==> src/rtl/perm_pkg.sv <==
// perm_pkg: shared FSM encoding and lane rotation helper for the permute scheduler
package perm_pkg;
  typedef enum logic [1:0] {IDLE, RUN, DONE} state_t;
  function automatic int rot_sel(int lane, int r, logic dir, int n);
    return (lane + (dir ? n - r : r)) % n;
  endfunction
endpackage

==> src/rtl/perm_sel_gen.sv <==
// perm_sel_gen: maps a rotation amount to gather selects and their inverse scatter destinations
module perm_sel_gen
  import perm_pkg::*;
#(
  parameter int N    = 4,
  parameter int SELW = 2
) (
  input  logic [SELW-1:0]   r,
  output logic [N*SELW-1:0] sel_out,
  output logic [N*SELW-1:0] sel_in
);
  for (genvar i = 0; i < N; i++) begin : g_lane
    assign sel_out[i*SELW +: SELW] = SELW'(rot_sel(i, int'(r), 1'b0, N));
    assign sel_in[i*SELW +: SELW]  = SELW'(rot_sel(i, int'(r), 1'b1, N));
  end
endmodule

==> src/rtl/perm_sched.sv <==
// perm_sched: stage/beat scheduler driving rotating gather/scatter selects
module perm_sched
  import perm_pkg::*;
#(
  parameter int N    = 4,
  parameter int SELW = 2,
  parameter int STGW = 4,
  parameter int BTW  = 8
) (
  input  logic              clk,
  input  logic              rst,
  input  logic              start,
  input  logic [STGW-1:0]   num_stages,
  input  logic [BTW-1:0]    beats_per_stage,
  output logic [N*SELW-1:0] sel_out_bus,
  output logic [N*SELW-1:0] sel_in_bus,
  output logic              sel_valid,
  input  logic              sel_ready,
  output logic [STGW-1:0]   stage_idx,
  output logic [BTW-1:0]    beat_idx,
  output logic              busy,
  output logic              done
);
  state_t state, state_nxt;
  logic [STGW-1:0] cfg_stages, stage_nxt;
  logic [BTW-1:0] cfg_beats, beat_nxt;
  logic [SELW-1:0] r_nxt;
  logic [N*SELW-1:0] out_nxt, in_nxt;
  logic last_beat, last_stage;
  assign last_beat  = beat_idx == cfg_beats - BTW'(1);
  assign last_stage = stage_idx == cfg_stages - STGW'(1);
  assign sel_valid  = state == RUN;
  assign busy       = state == RUN;
  assign done       = state == DONE;
  // Selects are computed from the next stage so they land in the same cycle as stage_idx; reset forces identity
  assign r_nxt = rst ? '0 : SELW'(int'(stage_nxt) % N);
  perm_sel_gen #(.N(N), .SELW(SELW)) u_sel_gen (.r(r_nxt), .sel_out(out_nxt), .sel_in(in_nxt));
  // Next state and index advance; indices move only on an accepted start or a transfer
  always_comb begin
    state_nxt = state;
    stage_nxt = stage_idx;
    beat_nxt  = beat_idx;
    unique case (state)
      IDLE: if (start) begin
        state_nxt = num_stages != '0 ? RUN : DONE;
        stage_nxt = '0;
        beat_nxt  = '0;
      end
      RUN: if (sel_ready) begin
        beat_nxt  = last_beat ? '0 : beat_idx + BTW'(1);
        stage_nxt = last_beat ? stage_idx + STGW'(1) : stage_idx;
        state_nxt = last_beat && last_stage ? DONE : RUN;
      end
      DONE: state_nxt = IDLE;
      default: state_nxt = IDLE;
    endcase
  end
  // State, indices and latched configuration
  always_ff @(posedge clk) begin
    if (rst) begin
      state      <= IDLE;
      stage_idx  <= '0;
      beat_idx   <= '0;
      cfg_stages <= '0;
      cfg_beats  <= '0;
    end else begin
      state     <= state_nxt;
      stage_idx <= stage_nxt;
      beat_idx  <= beat_nxt;
      if (state == IDLE && start) begin
        cfg_stages <= num_stages;
        cfg_beats  <= beats_per_stage == '0 ? BTW'(1) : beats_per_stage;
      end
    end
  end
  // Registered select buses
  always_ff @(posedge clk) begin
    sel_out_bus <= out_nxt;
    sel_in_bus  <= in_nxt;
  end
endmodule

==> config.mk <==
export PLATFORM = sky130hd
export DESIGN_NAME = perm_sched
export DESIGN_NICKNAME = d
export VERILOG_FILES = /design/src/rtl/perm_pkg.sv /design/src/rtl/perm_sel_gen.sv /design/src/rtl/perm_sched.sv
export SDC_FILE = /design/constraint.sdc
export NUM_CORES = 1
export LEC_CHECK = 0
export ABC_CLOCK_PERIOD_IN_PS = 6200
export CORE_ASPECT_RATIO = 0.5
export CORE_UTILIZATION = 35
export CTS_CLUSTER_DIAMETER = 60
export DETAILED_ROUTE_END_ITERATION = 12
export PLACE_DENSITY = 0.66
export SLEW_MARGIN = 20
export SYNTH_ARGS = -nofsm -noshare
export SYNTH_HDL_FRONTEND = slang
export SYNTH_SLANG_ARGS = --single-unit
export TNS_END_PERCENT = 20
==> constraint.sdc <==
create_clock -name clk -period 6.2 [get_ports clk]
set_input_delay 0.93 -clock clk [delete_from_list [all_inputs] [get_ports clk]]
set_output_delay 0.93 -clock clk [all_outputs]
set_load 0.01 [all_outputs]
### After elaboration in Yosys (flattened, before gate mapping)

Cells that the tools add are included.

| storage, ports and cells | value |
|---|---|
| input bits | 16 |
| flip-flop bits (word level) | 42 |

| operators by class | value |
|---|---|
| reductions and logical operators | 9 |
| add/sub/neg operators | 11 |
| muxes and demuxes | 15 |
| eq/ne operators | 7 |

Operators with widths:

| cell | number |
|---|---|
| $mux W8 | 4 |
| $pmux W8 S2 | 1 |
| $mux W4 | 3 |
| $mux W2 | 5 |
| $add A2 B2 Y2 const A | 4 |
| $add A8 B1 Y8 const B | 1 |
| $eq A8 B8 Y1 | 1 |
| $logic_not A8 Y1 | 1 |
| $pmux W4 S2 | 1 |
| $sub A8 B1 Y8 const B | 1 |
| $add A1 B2 Y2 const A | 2 |
| $add A4 B1 Y4 const B | 1 |
| $eq A4 B4 Y1 | 1 |
| $ne A2 B2 Y1 const B | 2 |
| $pmux W2 S2 | 1 |
| $reduce_and A4 Y1 | 1 |
| $reduce_bool A4 Y1 | 1 |
| $sub A4 B1 Y4 const B | 1 |
| $reduce_and A3 Y1 | 1 |
| $eq A2 B1 Y1 const B | 1 |
| $eq A2 B2 Y1 const B | 1 |
| $logic_and A1 B1 Y1 | 2 |
| $logic_not A2 Y1 | 1 |
| $ne A2 B1 Y1 const B | 1 |
| 3 further kinds | 3 |

### Longest topological paths before layout

Gate-level depths: netlist of the first run.

| depth | value |
|---|---|
| depth after elaboration | 8 |
| mapped depth | 9 |
| gate-level depth less buffers | 9 |

### Hierarchy

From an unflattened synthesis of the first run, not the netlist that was laid out.

| unflattened totals | value |
|---|---|
| cell total of the unflattened synthesis | 234 |
| area, all modules | 2024.4 µm² |

By module, submodules not included:

| module | times used | cells an instance | area an instance (µm²) | sequential area each (µm²) |
|---|---|---|---|---|
| perm_sched | 1 | 218 | 1916.8 | 840.8 |
| perm_sel_gen | 1 | 16 | 107.6 | 0.0 |

### Worst setup path after synthesis of the first run

No wires, ideal clock.

| timing path | value |
|---|---|
| path kind | reg2reg |
| from | register cfg_beats[0] |
| to | register sel_in_bus[5] |
| required time | 6.079 ns |
| data arrival time | 2.544 ns |
| library setup time | 0.121 ns |
| stages on the path, launching flop included | 8 |
| path slack | 3.535 ns |
| path through | dfxtp_1 > or4_4 > or4b_4 > a21oi_4 > o211ai_4 > o41ai_4 > a31o_4 > mux2_4 |

| between the ends | value |
|---|---|
| longest elaborated chain between the ends | 8 |

Ends and longest elaborated chain:

| element | RTL line | source |
|---|---|---|
| from (decl) | perm_sched.sv:26 | `logic [BTW-1:0] cfg_beats, beat_nxt;` |
| from (signal assigned) | perm_sched.sv:72 | `cfg_beats <= beats_per_stage == '0 ? BTW'(1) : beats_per_stage;` |
| $sub A8 B1 Y8 | perm_sched.sv:30 | `assign last_beat = beat_idx == cfg_beats - BTW'(1);` |
| $eq A8 B8 Y1 | perm_sched.sv:30 |  |
| $mux W4 | perm_sched.sv:51 | `stage_nxt = last_beat ? stage_idx + STGW'(1) : stage_idx;` |
| $mux W4 | perm_sched.sv:49 | `RUN: if (sel_ready) begin` |
| $pmux W4 S2 | perm_sched.sv:43 | `unique case (state)` |
| $mux W2 | perm_sched.sv:36 | `assign r_nxt = rst ? '0 : SELW'(int'(stage_nxt) % N);` |
| $sub A1 B2 Y2 | - |  |
| net in_nxt[0] | perm_sched.sv:28 | `logic [N*SELW-1:0] out_nxt, in_nxt;` |
| $add A2 B2 Y2 | perm_pkg.sv:5 | `return (lane + (dir ? n - r : r)) % n;` |
| net in_nxt[5] | perm_sched.sv:28 |  |
| to (signal assigned) | perm_sched.sv:79 | `sel_in_bus <= in_nxt;` |
| to (decl) | perm_sched.sv:16 | `output logic [N*SELW-1:0] sel_in_bus,` |

The timed path passes the listed nets, and every way through them passes these cells. The select of a mux whose other input is x is not followed.
A chain may end at the register's enable or synchronous reset.

### Final worst setup path of the first run

| timing path | value |
|---|---|
| from | register state[0] |
| to | output sel_valid |

| between the ends | value |
|---|---|
| longest elaborated chain between the ends | 1 |

Ends and longest elaborated chain:

| element | RTL line | source |
|---|---|---|
| from (decl) | perm_sched.sv:24 | `state_t state, state_nxt;` |
| from (signal assigned) | perm_sched.sv:67 | `state <= state_nxt;` |
| $eq A2 B1 Y1 | perm_sched.sv:32 | `assign sel_valid = state == RUN;` |
| to (decl) | perm_sched.sv:17 | `output logic sel_valid,` |

No other way between the ends.

==> metrics list, run 1 <==
* CTS Hold Buffers Added: 0
* Cell with the most instances after synthesis: nand2_1
- The analysis attributes to cell leakage a power of 0.8580 nW.
- Slew at the pin closest to its max-slew limit: 862.8 ps
- R2R Setup Slk: 3310 ps
- Share of synthesized flip-flops with an asynchronous set or reset: 0
* Adder-cell share of the synthesized area: 0.02667
- Fraction of final layout cells sized beyond drive strength 1: 0.08696
* Number of antenna repair diodes: 0
- Worst reg2reg path startpoint: cfg_beats[0]$_SDFFE_PP0P_
* Max Cap Viol: 0
- Area delta synth->final: 29.07%
- The number of hold-slack violations in the final timing report was 0.
* Yosys reg bits: 34
- CTS root buffer: clkbuf_8
* Mapped cell area: 1877 um2
- For this design the ratio of total power to cell area is 198.0 nW/um2.
* Die outline width: 105.6 um
- Initial drt markers: 40
- Layout Nets: 272
- Combinational family with the most area after synthesis: simple AND/OR/NAND/NOR gates
* HPWL Detailed: 3.175 mm
* RSZ-0062 raised after global routing: false
* Critical-path top delay cell: clkdlybuf4s50_1
* Ranking of synthesized cells by area: dfxtp_1, xnor2_1, nand2_1
- The first global-routing pass estimated 6.617 mm of wire.
- At the worst endpoint, the required time is 5270 ps.
- Setup violators final: 0
- Yosys warning count: 0
- Post-synth EDFFs: 0
* Clock latency at the later pin of the worst-skew pair: 290 ps
- In the global route stage, overall resource usage came out at 0.1534.
* PostCTS Resize Cnt: 0
* CP Data Arrival Time: 2000 ps
- In this run the tool buffered the top-level ports with 46 buffer cells.
- RePlAce Congestion: 0.7590
* Synthesized area per cell: 8.689 um2
- Number of buffers added by the clock tree synthesis step: 5
- Maximum number of pins on one net before global-route repair: 22
- The sequential cells in the finished layout cover a total of 680.7 um2.
* Detailed-route DRC error count: 0
- Critical path endpoint category: output pin
* Post-synthesis simple-gate area fraction: 0.2187
* Final total negative setup slack: 0 ps
* R2r worst-path depth: 9
* Crit path cell chain: nor2b_1, clkdlybuf4s50_1
- During I/O placement, the number of pins put on the boundary was 47.
- Worst reg2reg endpoint: sel_in_bus[5]$_DFF_P_
- The floorplan step defined a die boundary enclosing 5677 um2.
* Run status: completed
- Average via count per standard cell: 4.926
* CTS max path bufs: 2
- Worst-path clk slew: 70 ps
- Final Max Slew Viols: 0
- The H-tree was split into 2 levels.
* Worst Path Max Fanout: 9
- Counting every sink on the clock net gives 34.
- For this run, the slowest stage of the critical path takes 670 ps.
* Worst Hold Class: register to register
* Fill cell total of the finished layout: 497
* Final critical path time including I/O delays and setup: 2931 ps
- For this run, the register share of the synthesized area comes to 0.3627.
* Maximum vdd ir drop: 0.00008184 V
* Site row count: 18
- The most used flip-flop cell after synthesis is dfxtp_1.
- The via count of the first global-routing pass is 1,401.
- Summing over every cut layer, the via total after detailed routing is 1,591.
- The critical path ends at sel_valid.
- Library cells used by synthesis: 47
- Initial Utilization: 0.3720
- Drt first pass iters: 4
* Initial antenna violation count: 0
- Of the post-synthesis cell area, the dominant cell type holds 0.3627.
* Compound-gate portion of the synthesized area: 0.1967
- Worst slew margin relative to its limit: 0.4230
* Worst setup path startpoint: state[0]$_SDFFE_PP0P_
- After synthesis, the share of cell area in mux cells is 0.02533.
- Xor and xnor area share after synthesis: 0.09800
- STA classifies the critical path startpoint as a register.
- Setup fix buffers added after clock tree synthesis: 0
- Multi-input gate area in the final layout: 1061 um2
- DRT antenna net count: 0
- From bottom edge to top edge, the die measures 53.78 um.
* Drt total wl: 4.199 mm
- By startpoint and endpoint, the worst setup path is classified as register to output pin.
- After detailed routing, the average wire length per cell comes to 13.00 um.
- Post-route total power: 0.0004797 W
- Static timing analysis puts the maximum clock frequency at 341.2 MHz.
- Final global-route overflow total: 0
* CTS tree: built
- Final cycle utilization of the critical path: 0.4727
* CORE AREA: 5045 um2
- Synthesized Nets: 236
- Summed over all instances, the cell type with the most area after synthesis is dfxtp_1.
- Top post-synthesis cells by count: nand2_1, dfxtp_1, xnor2_1
- Between clock sinks in the finished design, the worst skew comes to 5.832 ps.
* Gate Count Post-Synth: 216
where the power goes:
part / leakage, nW / total, W / internal [W] / switching [W]
sequential: 0.276 / 0.000233 / 0.000225 / 0.00000873
combinational: 0.535 / 0.0000776 / 0.0000363 / 0.0000414
clock: 0.0472 / 0.000169 / 0.0000891 / 0.0000796
cells in the final DEF (no fill, tap or decap), drive strengths merged, types with 6 or more instances in the layout:
cell type / count
clkdlybuf4s50: 46
nand2: 39
dfxtp: 34
xnor2: 17
a21oi: 15
nor2: 11
inv: 10
nor2b: 6
clkbuf: 6
metrics by stage:
step	util	cell area, um2	cells	worst slack, ps	hold WS [ps]
after global routing	0.4802	2422	323	3135	495.7
after global placement	0.4613	2327	315	3189	462.0
after detailed placement	0.4613	2327	315	3117	472.6
after floorplan	-	1877	216	3535	448.8
final	0.4802	2422	323	3269	480.7
after CTS	0.4802	2422	323	3267	481.7
cell type report:
class	instances	share of cell area
Sequential cell	34	0.2810
Clock buffer	6	0.03409
Clock inverter	2	0.005165
Timing Repair Buffer	46	0.1901
Multi-Input combinational cell	155	0.4380
Inverter	10	0.01550
Tap cell	70	0.03616
worst max-delay path: cells and delay by family (launching register included):
family | cells | cell delay (ps)
buf+inv | 1 | 670
flops | 1 | 500
simple gates | 1 | 540
flip-flops by register name, indices dropped and copies added (netlist names):
register,count
state,2
beat_idx,8
sel_in_bus,6
cfg_beats,8
stage_idx,4
cfg_stages,4
sel_out_bus,2
per-layer routing:
layer / vias to the layer above / track usage / wire length (um)
li1: 807 / - / -
met1: 732 / 0.1933 / 2020
met2: 44 / 0.2533 / 1864
met3: 8 / 0.04479 / 258
met4: 0 / 0.06250 / 55
met5: - / 0 / 0
worst min-delay path by stage:
stage                                    start                          to  cells after the start
floorplan            cfg_beats[7]$_SDFFE_PP0P_   cfg_beats[7]$_SDFFE_PP0P_                      2
global placement    cfg_stages[1]$_SDFFE_PP0P_  cfg_stages[1]$_SDFFE_PP0P_                      2
detailed placement   cfg_beats[7]$_SDFFE_PP0P_   cfg_beats[7]$_SDFFE_PP0P_                      2
CTS                  cfg_beats[7]$_SDFFE_PP0P_   cfg_beats[7]$_SDFFE_PP0P_                      2
global route         cfg_beats[7]$_SDFFE_PP0P_   cfg_beats[7]$_SDFFE_PP0P_                      2
finish               cfg_beats[7]$_SDFFE_PP0P_   cfg_beats[7]$_SDFFE_PP0P_                      2
kinds of logic after synthesis:
logic type	after synthesis
AOI/OAI and AO/OA	43
xor gates and xnor gates	21
adders and majority gates	4
buffers and inverters	27
DFF	34
muxes	3
and+or+nand+nor	84
No activity file was read; power rests on OpenSTA's default activity.
==> inputs of run 2 (changes only) <==
ABC_CLOCK_PERIOD_IN_PS = 2800   (was 6200)
clock period = 2.8 ns   (was 6.2 ns; I/O delays follow)
==> run 2 against run 1 <==
Utilization up 2.0 points; design area up 4.1%; register-to-register slack worse by 3200 ps; sequential share of layout area down 1.1 points; power rose to 2.6 times the previous value; wire length up 9.4%; critical path depth up 5; setup slack worse by 3200 ps; sequential power up 120%; combinational power up 130%; flip-flop and latch count unchanged; final cell count up 2.2%; largest cell class unchanged.
==> metrics list, run 2 (same netlist as run 1, synthesis figures left out) <==
- Run status: completed
* Via count of the first global-routing pass: 1,535
- CTS max path bufs: 2
- After layout, the design draws a total of 0.001243 W.
- Max Cap Viol: 0
* Clock latency at the later pin of the worst-skew pair: 290 ps
- Leaving out filler cells and counting taps, the final layout contains 330.
* Worst Path Max Fanout: 6
* Crit path cell chain: or4_4, o211a_1, a311o_1, o2111ai_4, mux2i_4, nand2_2, mux2_4
* HPWL Detailed: 3.384 mm
- The first global-routing pass estimated 7.410 mm of wire.
- Stage delay of the slowest cell on the critical path: 580 ps
- The net count of the finished layout is 279.
- Die outline width: 105.6 um
* Max Clock Freq: 372.3 MHz
* Critical path's top delay family: compound AO/OA/AOI/OAI gates
* Worst slew margin relative to its limit: 0.7177
- The routed design could run at a clock period as short as 2686 ps.
- The slowest stage of the critical path belongs to the cell or4_4.
* Most frequent cells in the layout: clkdlybuf4s50_1, nand2_1, dfxtp_1, xnor2_1, a21oi_1
- Initial Utilization: 0.3720
* CORE AREA: 5045 um2
- H-tree level count: 2
- Average via count per standard cell: 5.012
- The initial antenna violation count was 0.
- Across all layers, the routed design uses 1,654 vias.
- The path class of the tightest hold or removal check is register to register.
- Across all setup checks in the final design, the least slack found is 113.8 ps.
- Areal power density over the cells: 492.8 nW/um2
- Overall die height: 53.78 um
- After detailed routing, the average wire length per cell comes to 13.92 um.
- CTS tree: built
- Data on the critical path arrives at its endpoint at 2870 ps.
- Internal cell power: 0.0009389 W
- Count of input and output buffers: 46
- Leaving out fill and tap cells, the most frequent cell in the layout is clkdlybuf4s50_1.
- The largest registers in the layout are beat_idx x8, cfg_beats x8, sel_in_bus x6.
- Measured on the finished design, the core utilization comes to 0.5000.
* Drt total wl: 4.593 mm
* Number of buffers added by the clock tree synthesis step: 5
- Switch Pwr: 0.0003041 W
* Relative contribution of the clock network to total power: 0.439
- Of the cells placed in the final design, the portion with a size suffix greater than 1 is 0.1154.
- Clk sinks: 34
* Setup violators final: 0
- The number of buffers and inverters on the critical path is 0.
- Relative contribution of sequential cells to total power: 0.416
* Fin Hold WS: 470.7 ps
- The worst setup path is launched from a register.
- Across every metal layer, demand over resource in global routing totals 0.1731.
- Number of antenna repair diodes: 0
* Critical Setup Path Class: register to register
* Slew at the pin closest to its max-slew limit: 423.5 ps
- The number of slew-limit violations in the final report came to 0.
- The number of hold-slack violations in the final timing report came to 0.
- Drt first pass iters: 4
* Minimum setup slack after placement: -84.12 ps
- Initial drt markers: 89
- The worst setup path is captured at a register.
- DP Cell Count: 321
- Detailed-route DRC error count: 0
* Pleak: 0.9176 nW
* Maximum vdd ir drop: 0.0002146 V
- DRT antenna net count: 0
* Final worst clock skew: 6.317 ps
* Final global-route overflow total: 0
* CTS root buffer: clkbuf_8
* Switching share of power: 0.2446
- 47 I/O pins were placed.
- The share of total power dissipated in combinational logic is 0.145.
- DIE AREA: 5677 um2
- Of the available clock period, the critical path in the final layout requires 0.9594.
- Area delta synth->final: 34.40%
* CTS Hold Buffers Added: 0
- Maximum number of pins on one net before global-route repair: 16
* Critical Path RT: 2990 ps
- The initialized floorplan defines 18 standard-cell rows.
- Clock-pin slew was measured on the worst setup and hold paths at 70 ps.
- Setup repair after global routing left no endpoint under its margin.
- RePlAce Congestion: 0.8047
## run 2: changes by cell type in the layout (fill, tap and decap cells not counted), sizes merged
cell      delta
clkbuf       -1
buf          +7
clkinvlp     -1
bufinv       +2
## run 2: area by class of cell
| cell class | instances | area, um2 |
|---|---|---|
| fill | 485 | 2522 |
| multi-input combinational | 155 | 1066 |
| sequential | 34 | 680.7 |
| timing repair buffer | 53 | 513.0 |
| tap | 70 | 87.58 |
| clock buffer | 5 | 68.82 |
| clock inverter | 3 | 68.82 |
| inverter | 10 | 37.54 |
## run 2: routing by layer
metal | up-vias | track usage | share of wire | routed length, um
li1 | 818 | - | - | -
met1 | 769 | 0.2205 | 0.47 | 2173
met2 | 59 | 0.2928 | 0.45 | 2070
met3 | 8 | 0.04600 | 0.062 | 284
met4 | 0 | 0.05787 | 0.014 | 65
met5 | - | 0 | 0 | 0
## run 2: power by group through the flow
stage	clock [W]	sequential [W]	combinational, W
3_5_place_dp	0	0.000528	0.000176
6_report	0.000546	0.000517	0.000180
2_1_floorplan	0	0.000519	0.000127
3_3_place_gp	0	0.000526	0.000172
5_1_grt	0.000579	0.000519	0.000198
4_1_cts	0.000557	0.000516	0.000180
## run 2: repair_timing
action | 4_1_cts | 5_1_grt
resized for setup | 1 | 0
setup buffers | 0 | 1
pin swaps | 0 | 2
setup endpoints to repair | 2 | 1
## run 2: through the flow
| step | instance area [um2] | TNS, ps |
|---|---|---|
| 6_report | 2522 | 0 |
| 5_1_grt | 2522 | 0 |
| 4_1_cts | 2515 | 0 |
| 3_5_place_dp | 2372 | -84.12 |
| 3_3_place_gp | 2372 | 0 |
| 2_1_floorplan | 1877 | 0 |
## run 2: worst reg2reg max path, delay by kind of cell (launching register included)
kind,cells,cell delay [ps]
AOI/OAI and AO/OA,3,930
muxes,2,600
and+or+nand+nor,2,700
DFF,1,350
## run 2: final timing paths
kind | start | to | slack (ps) | cells after the start
min | cfg_beats[7]$_SDFFE_PP0P_ | cfg_beats[7]$_SDFFE_PP0P_ | 470 | 2
min reg2reg | cfg_beats[7]$_SDFFE_PP0P_ | cfg_beats[7]$_SDFFE_PP0P_ | 470 | 2
max | cfg_beats[0]$_SDFFE_PP0P_ | sel_in_bus[5]$_DFF_P_ | 110 | 7
max reg2reg | cfg_beats[0]$_SDFFE_PP0P_ | sel_in_bus[5]$_DFF_P_ | 110 | 7
